### src/rtl/hamming_rx_stream_decoder.sv
// rtl/hamming_rx_stream_decoder.sv - two-stage Hamming(7,4) stream decoder; HAM_ERR_CNT_EN enables corr_cnt
module hamming_rx_stream_decoder #(
    parameter int CNT_W = 16
) (
    input  logic             clk,
    input  logic             rst_n,
    input  logic             in_valid,
    output logic             in_ready,
    input  logic [6:0]       code_in,
    output logic             out_valid,
    input  logic             out_ready,
    output logic [3:0]       data_out,
    output logic             err_flag,
    output logic [2:0]       err_pos,
    input  logic             cnt_clr,
    output logic [CNT_W-1:0] corr_cnt
);

    logic       s1_valid_q, s1_valid_d;
    logic [6:0] s1_code_q, s1_code_d;
    logic [2:0] s1_syn_q, s1_syn_d;
    logic       out_valid_q, out_valid_d;
    logic [3:0] data_out_q, data_out_d;
    logic       err_flag_q, err_flag_d;
    logic [2:0] err_pos_q, err_pos_d;

    logic       stall;
    logic       advance;
    logic [2:0] syn_in;
    logic [6:0] flip_mask;
    logic [6:0] fixed_code;

    // Both stages move together unless the consumer is refusing a valid word.
    assign stall    = out_valid_q & ~out_ready;
    assign advance  = ~stall;
    assign in_ready = advance;

    // Syndrome of the incoming word; S is the 1-based index of the bad bit.
    assign syn_in[0] = code_in[0] ^ code_in[2] ^ code_in[4] ^ code_in[6];
    assign syn_in[1] = code_in[1] ^ code_in[2] ^ code_in[5] ^ code_in[6];
    assign syn_in[2] = code_in[3] ^ code_in[4] ^ code_in[5] ^ code_in[6];

    // Stage 1: capture codeword and syndrome on accept, hold while stalled.
    always_comb begin
        s1_valid_d = s1_valid_q;
        s1_code_d  = s1_code_q;
        s1_syn_d   = s1_syn_q;
        if (advance) begin
            s1_valid_d = in_valid;
            if (in_valid) begin
                s1_code_d = code_in;
                s1_syn_d  = syn_in;
            end
        end
    end

    // One-hot correction mask selecting bit S-1; all zero for a clean word.
    always_comb begin
        flip_mask = '0;
        for (int i = 0; i < 7; i++) begin
            flip_mask[i] = (s1_syn_q == 3'(i + 1));
        end
    end

    assign fixed_code = s1_code_q ^ flip_mask;

    // Stage 2: register corrected data and flags; a stage-1 bubble clears out_valid.
    always_comb begin
        out_valid_d = out_valid_q;
        data_out_d  = data_out_q;
        err_flag_d  = err_flag_q;
        err_pos_d   = err_pos_q;
        if (advance) begin
            out_valid_d = s1_valid_q;
            if (s1_valid_q) begin
                data_out_d = {fixed_code[6], fixed_code[5], fixed_code[4], fixed_code[2]};
                err_flag_d = |s1_syn_q;
                err_pos_d  = s1_syn_q;
            end
        end
    end

    // Pipeline registers; reset drops any words in flight.
    always_ff @(posedge clk) begin
        if (!rst_n) begin
            s1_valid_q  <= 1'b0;
            s1_code_q   <= '0;
            s1_syn_q    <= '0;
            out_valid_q <= 1'b0;
            data_out_q  <= '0;
            err_flag_q  <= 1'b0;
            err_pos_q   <= '0;
        end else begin
            s1_valid_q  <= s1_valid_d;
            s1_code_q   <= s1_code_d;
            s1_syn_q    <= s1_syn_d;
            out_valid_q <= out_valid_d;
            data_out_q  <= data_out_d;
            err_flag_q  <= err_flag_d;
            err_pos_q   <= err_pos_d;
        end
    end

    assign out_valid = out_valid_q;
    assign data_out  = data_out_q;
    assign err_flag  = err_flag_q;
    assign err_pos   = err_pos_q;

`ifdef HAM_ERR_CNT_EN
    logic [CNT_W-1:0] corr_cnt_q, corr_cnt_d;

    // Count delivered corrected words, saturating; clear has priority.
    always_comb begin
        corr_cnt_d = corr_cnt_q;
        if (cnt_clr) begin
            corr_cnt_d = '0;
        end else if (out_valid_q && out_ready && err_flag_q && !(&corr_cnt_q)) begin
            corr_cnt_d = corr_cnt_q + 1'b1;
        end
    end

    // Counter register.
    always_ff @(posedge clk) begin
        if (!rst_n) begin
            corr_cnt_q <= '0;
        end else begin
            corr_cnt_q <= corr_cnt_d;
        end
    end

    assign corr_cnt = corr_cnt_q;
`else
    logic unused_cnt_clr;

    assign unused_cnt_clr = cnt_clr;
    assign corr_cnt       = '0;
`endif

endmodule

### config.mk
export PLATFORM = sky130hd
export DESIGN_NAME = hamming_rx_stream_decoder
export DESIGN_NICKNAME = d
export VERILOG_FILES = /design/src/rtl/hamming_rx_stream_decoder.sv
export SDC_FILE = /design/constraint.sdc
export NUM_CORES = 1
export LEC_CHECK = 0
export CAP_MARGIN = 20
export CELL_PAD_IN_SITES_DETAIL_PLACEMENT = 0
export CELL_PAD_IN_SITES_GLOBAL_PLACEMENT = 2
export CORE_MARGIN = 8
export CORE_UTILIZATION = 22
export DETAILED_ROUTE_END_ITERATION = 7
export HOLD_SLACK_MARGIN = 0.06
export MAX_ROUTING_LAYER = met4
export PLACE_DENSITY_LB_ADDON = 0.15
export SETUP_SLACK_MARGIN = 0.4
export SYNTH_ARGS = -nofsm -noshare
export SYNTH_HDL_FRONTEND = slang
export SYNTH_SLANG_ARGS = --single-unit
### constraint.sdc
create_clock -name clk -period 1.52 [get_ports clk]
set_input_delay 0.152 -clock clk [delete_from_list [all_inputs] [get_ports clk]]
set_output_delay 0.152 -clock clk [all_outputs]
set_load 0.02 [all_outputs]
Word-level counts from Yosys, hierarchy flattened
Index checks and enable logic that the tools add are counted.

Flip-flop bits (word level): 20. Bits of input ports: 12. Output and inout port bits: 26. Logic and storage cells: 30.

Eq/ne operators: 7. Bitwise operators: 13. Reductions and logical operators: 3.

Operators by type and width (count): $eq A3 B3 Y1 const B (4); $xor A1 B1 Y1 (9); $xor A7 B7 Y7 (1); $eq A3 B2 Y1 const B (2); $reduce_and A2 Y1 (2); $eq A3 B1 Y1 const B (1); $reduce_or A3 Y1 (1); $not A1 Y1 (2); $and A1 B1 Y1 (1).

Logic depth before layout (Yosys ltp)
Depth in word-level cells: 4. Mapped depth: 6. Mapped depth without buffers: 4.

Least setup slack after synthesis
OpenSTA, ideal clock, no wires.

Kind: register -> register. From: reg out_valid_q, in the netlist out_valid. To: reg s1_syn_q[1]. Library setup time: 0.142 ns. Data arrival time: 1.100 ns. Required time: 1.378 ns. Setup slack: 0.278 ns. Cell stages (with the launch flop): 7. Path buffers: 2. Clock period less this slack: 1.242 ns. Cell sequence: dfxtp_1 -> nor2b_1 -> buf_2 -> inv_2 -> buf_4 -> a21oi_1 -> a311oi_1.

Word-level cells in the longest chain between the ends: 3.

RTL lines: from (decl) (RTL line 22) `logic out_valid_q, out_valid_d;`; from (signal assigned) (RTL line 97) `out_valid_q <= out_valid_d;`; $and A1 B1 Y1 (RTL line 34) `assign stall = out_valid_q & ~out_ready;`; $not A1 Y1 (no line); $reduce_and A2 Y1 (no line); to (signal assigned) (RTL line 96) `s1_syn_q <= s1_syn_d;`; to (decl) (RTL line 21) `logic [2:0] s1_syn_q, s1_syn_d;`.

No other way between the ends. A chain may end at the register's enable or synchronous reset.

Worst setup path in the final report
From: in code_in[6]. To: reg s1_syn_q[1].

Word-level cells in the longest chain between the ends: 1.

RTL lines: from (decl) (RTL line 9) `input logic [6:0] code_in,`; $xor A1 B1 Y1 (RTL line 40) `assign syn_in[1] = code_in[1] ^ code_in[2] ^ code_in[5] ^ code_in[6];`.

No other way between the ends.

==> flow_metrics.tcl <==
set metrics [dict create \
    outcome "complete, no violations" \
    cts_root_buffer "clkbuf_8" \
    fillCellCount 428 \
    drtIter0Drc 32 \
    powerDensity_nw_per_um2 906 \
    syn_area_um2 883 \
    hold_path_class "input port to flip-flop" \
    post_drt_wl_per_cell_um 12.4 \
    clock-sinks 17 \
    avgSynthCellArea_um2 8.33 \
    initial_utilization 0.224 \
    antenna_found_initial 0 \
    nNetsFinal 144 \
    power_leakage_uw 0.000489 \
    required_ps 1670 \
    wirelength_um 2250 \
    cts_max_path_buffers 2 \
    antenna_left 0 \
    io_pins 38 \
    slowest_delay_ps 500 \
    coreArea_um2 3940 \
    finalHoldViolCount 0 \
    syn2layout_area_growth_pct 36.8 \
    overflow 0 \
    grt_pass1_wl_um 3560 \
    yosys.area.top_type_share 0.385 \
    ir_drop_v 0.000231 \
    drive_above_1_share 0.168 \
    slew_viol_final 0 \
    numCtsBuffers 3 \
    fmax_ghz 0.927 \
    postCtsHoldBufs 0 \
    syn_inst 106 \
    die_w_um 79.4 \
    worstPathMaxFanout 3 \
    antennaDiodeCount 0 \
    whs_ps 318 \
    grtUsageTotal 0.0735 \
    seq_area_frac_synth 0.385 \
    insertion_delay_ps 250 \
    ys.flop_type "dfxtp_1" \
    ys_top_cells_by_area "dfxtp_1 39%, buf_4 14%, a21oi_1 9.6%, xnor2_1 7.9%, o21ai_0 5.1%" \
    place.gp.congestion 0.645 \
    start_kind "input port" \
    max_cap_violations 0 \
    io_buffers 20 \
    rows 23 \
    die_height_um 79.4 \
    critPathBufInv 1 \
    cp_slowest_cell "clkdlybuf4s50_1" \
    firstDrtPassIters 4 \
    yosysTopAreaCell "dfxtp_1" \
    ys_top_cells_by_count "17 x a21oi_1, 17 x buf_4, 17 x dfxtp_1, 9 x o21ai_0" \
    rsz0062_at_grt "yes" \
    period_needed_ps 1080 \
    vias_per_cell 4.29 \
    clk_transition_reported_paths_ps 70 \
    die_area_um2 6300 \
    cts_max_level 1 \
    synth_edf_count 0 \
    finalClockSkew_ps 0.841 \
    critPathTopFamily "buffers and inverters" \
    yosys.cell_types.count 21 \
    fin_cells 181 \
    vias 776 \
    crit_path_cell_trace "clkdlybuf4s50_1 -> xnor2_2 -> xnor2_1 -> a311oi_1" \
    ys_ff_latch 17 \
    grt_max_degree 21 \
    grt_pass1_vias 779 \
    fin_crit_sh 0.709 \
    crit_type "input port to flip-flop" \
    cts_tree "built" \
    setup_viol 0 \
    dp.cells 174 \
    yosys_warnings 0 \
    post-dp-hpwl_um 1690 \
    tns_ps 0 \
    critPathCaptureType "flip-flop" \
    cp.arrival_ps 1230 \
    drc_errors 0 \
    synth-async-reset-ratio 0 \
]
[metrics by stage]
| step | instance area (um^2) | util | setup slack, ps | power (uW) |
|---|---|---|---|---|
| finish | 1210 | 0.307 | 442 | 1090 |
| global route | 1210 | 0.307 | 380 | 1160 |
| detailed placement | 1090 | 0.277 | 58.9 | 750 |
| CTS | 1130 | 0.287 | 207 | 1090 |
| floorplan | 952 | - | 401 | 692 |
| global placement | 1090 | 0.277 | 56.6 | 750 |
[power breakdown]
part           internal, uW  leakage [uW]  switching [uW]  total [uW]
Combinational           110      0.000323             144         254
Clock                   186     0.0000228             154         340
Sequential              477      0.000142            23.7         500
Total                   773      0.000489             322        1090
[worst paths after layout]
path,start,to,slack (ps),cells past startpoint
worst max-delay path,code_in[6],s1_syn_q[1]$_SDFFE_PN0P_,440,4
worst min register to register,err_pos[2]$_SDFFE_PN0P_,err_pos[2]$_SDFFE_PN0P_,480,2
worst max register to register,out_valid$_SDFFE_PN0N_,s1_syn_q[1]$_SDFFE_PN0P_,450,5
worst min-delay path,in_valid,s1_syn_q[2]$_SDFFE_PN0P_,320,2
[logic make-up after synthesis]
kind of cell,count (synthesis),synth area share
buf+inv,26,0.187
xor+xnor,10,0.0992
other cells,1,0.00425
simple gates,18,0.102
flops,17,0.385
compound gates,34,0.222
[worst reg2reg max path, stage by stage, from the launching register on]
cell and delay [ps]:
dfxtp_4 340, nor2b_4 120, inv_2 80, buf_12 150
a21oi_1 80, a311oi_1 210
[cell type report]
type / instances / area, um^2 / area share
Timing Repair Buffer: 28 / 265 / 0.219
Tap cell: 50 / 62.6 / 0.0518
Inverter: 4 / 15.0 / 0.0124
Sequential cell: 17 / 355 / 0.294
Clock buffer: 4 / 45.0 / 0.0373
Multi-Input combinational cell: 78 / 465 / 0.385
[layer usage]
layer	GRT usage	wire (um)	up-vias	part of all wire
li1	-	-	387	-
met1	0.0788	1000	365	0.44
met2	0.120	1100	22	0.49
met3	0.0181	110	2	0.049
met4	0.0444	40	0	0.018
met5	-	0	-	0
[state kept, by name, summed over array words and instances, names as in the netlist]
| register | cells |
|---|---|
| out_valid | 1 |
| data_out | 4 |
| s1_valid_q | 1 |
| err_pos | 3 |
| s1_syn_q | 3 |
| s1_code_q | 4 |
| err_flag | 1 |
[cell usage in the layout (no fill, tap or decap), drive strengths merged, types with 5 or more instances in the layout]
cell           count
a21oi             17
dfxtp             17
conb              16
o21ai              9
clkdlybuf4s50      9
dlygate4sd2        9
buf                9
nand3              8
xnor2              8
a311oi             5
[what timing repair did]
item	CTS	global route
gates resized for setup	14	18
buffers inserted	0	3
setup endpoints to repair	18	17
gates cloned	0	0
pin swaps	0	3
No activity file was read; power rests on OpenSTA's default activity.
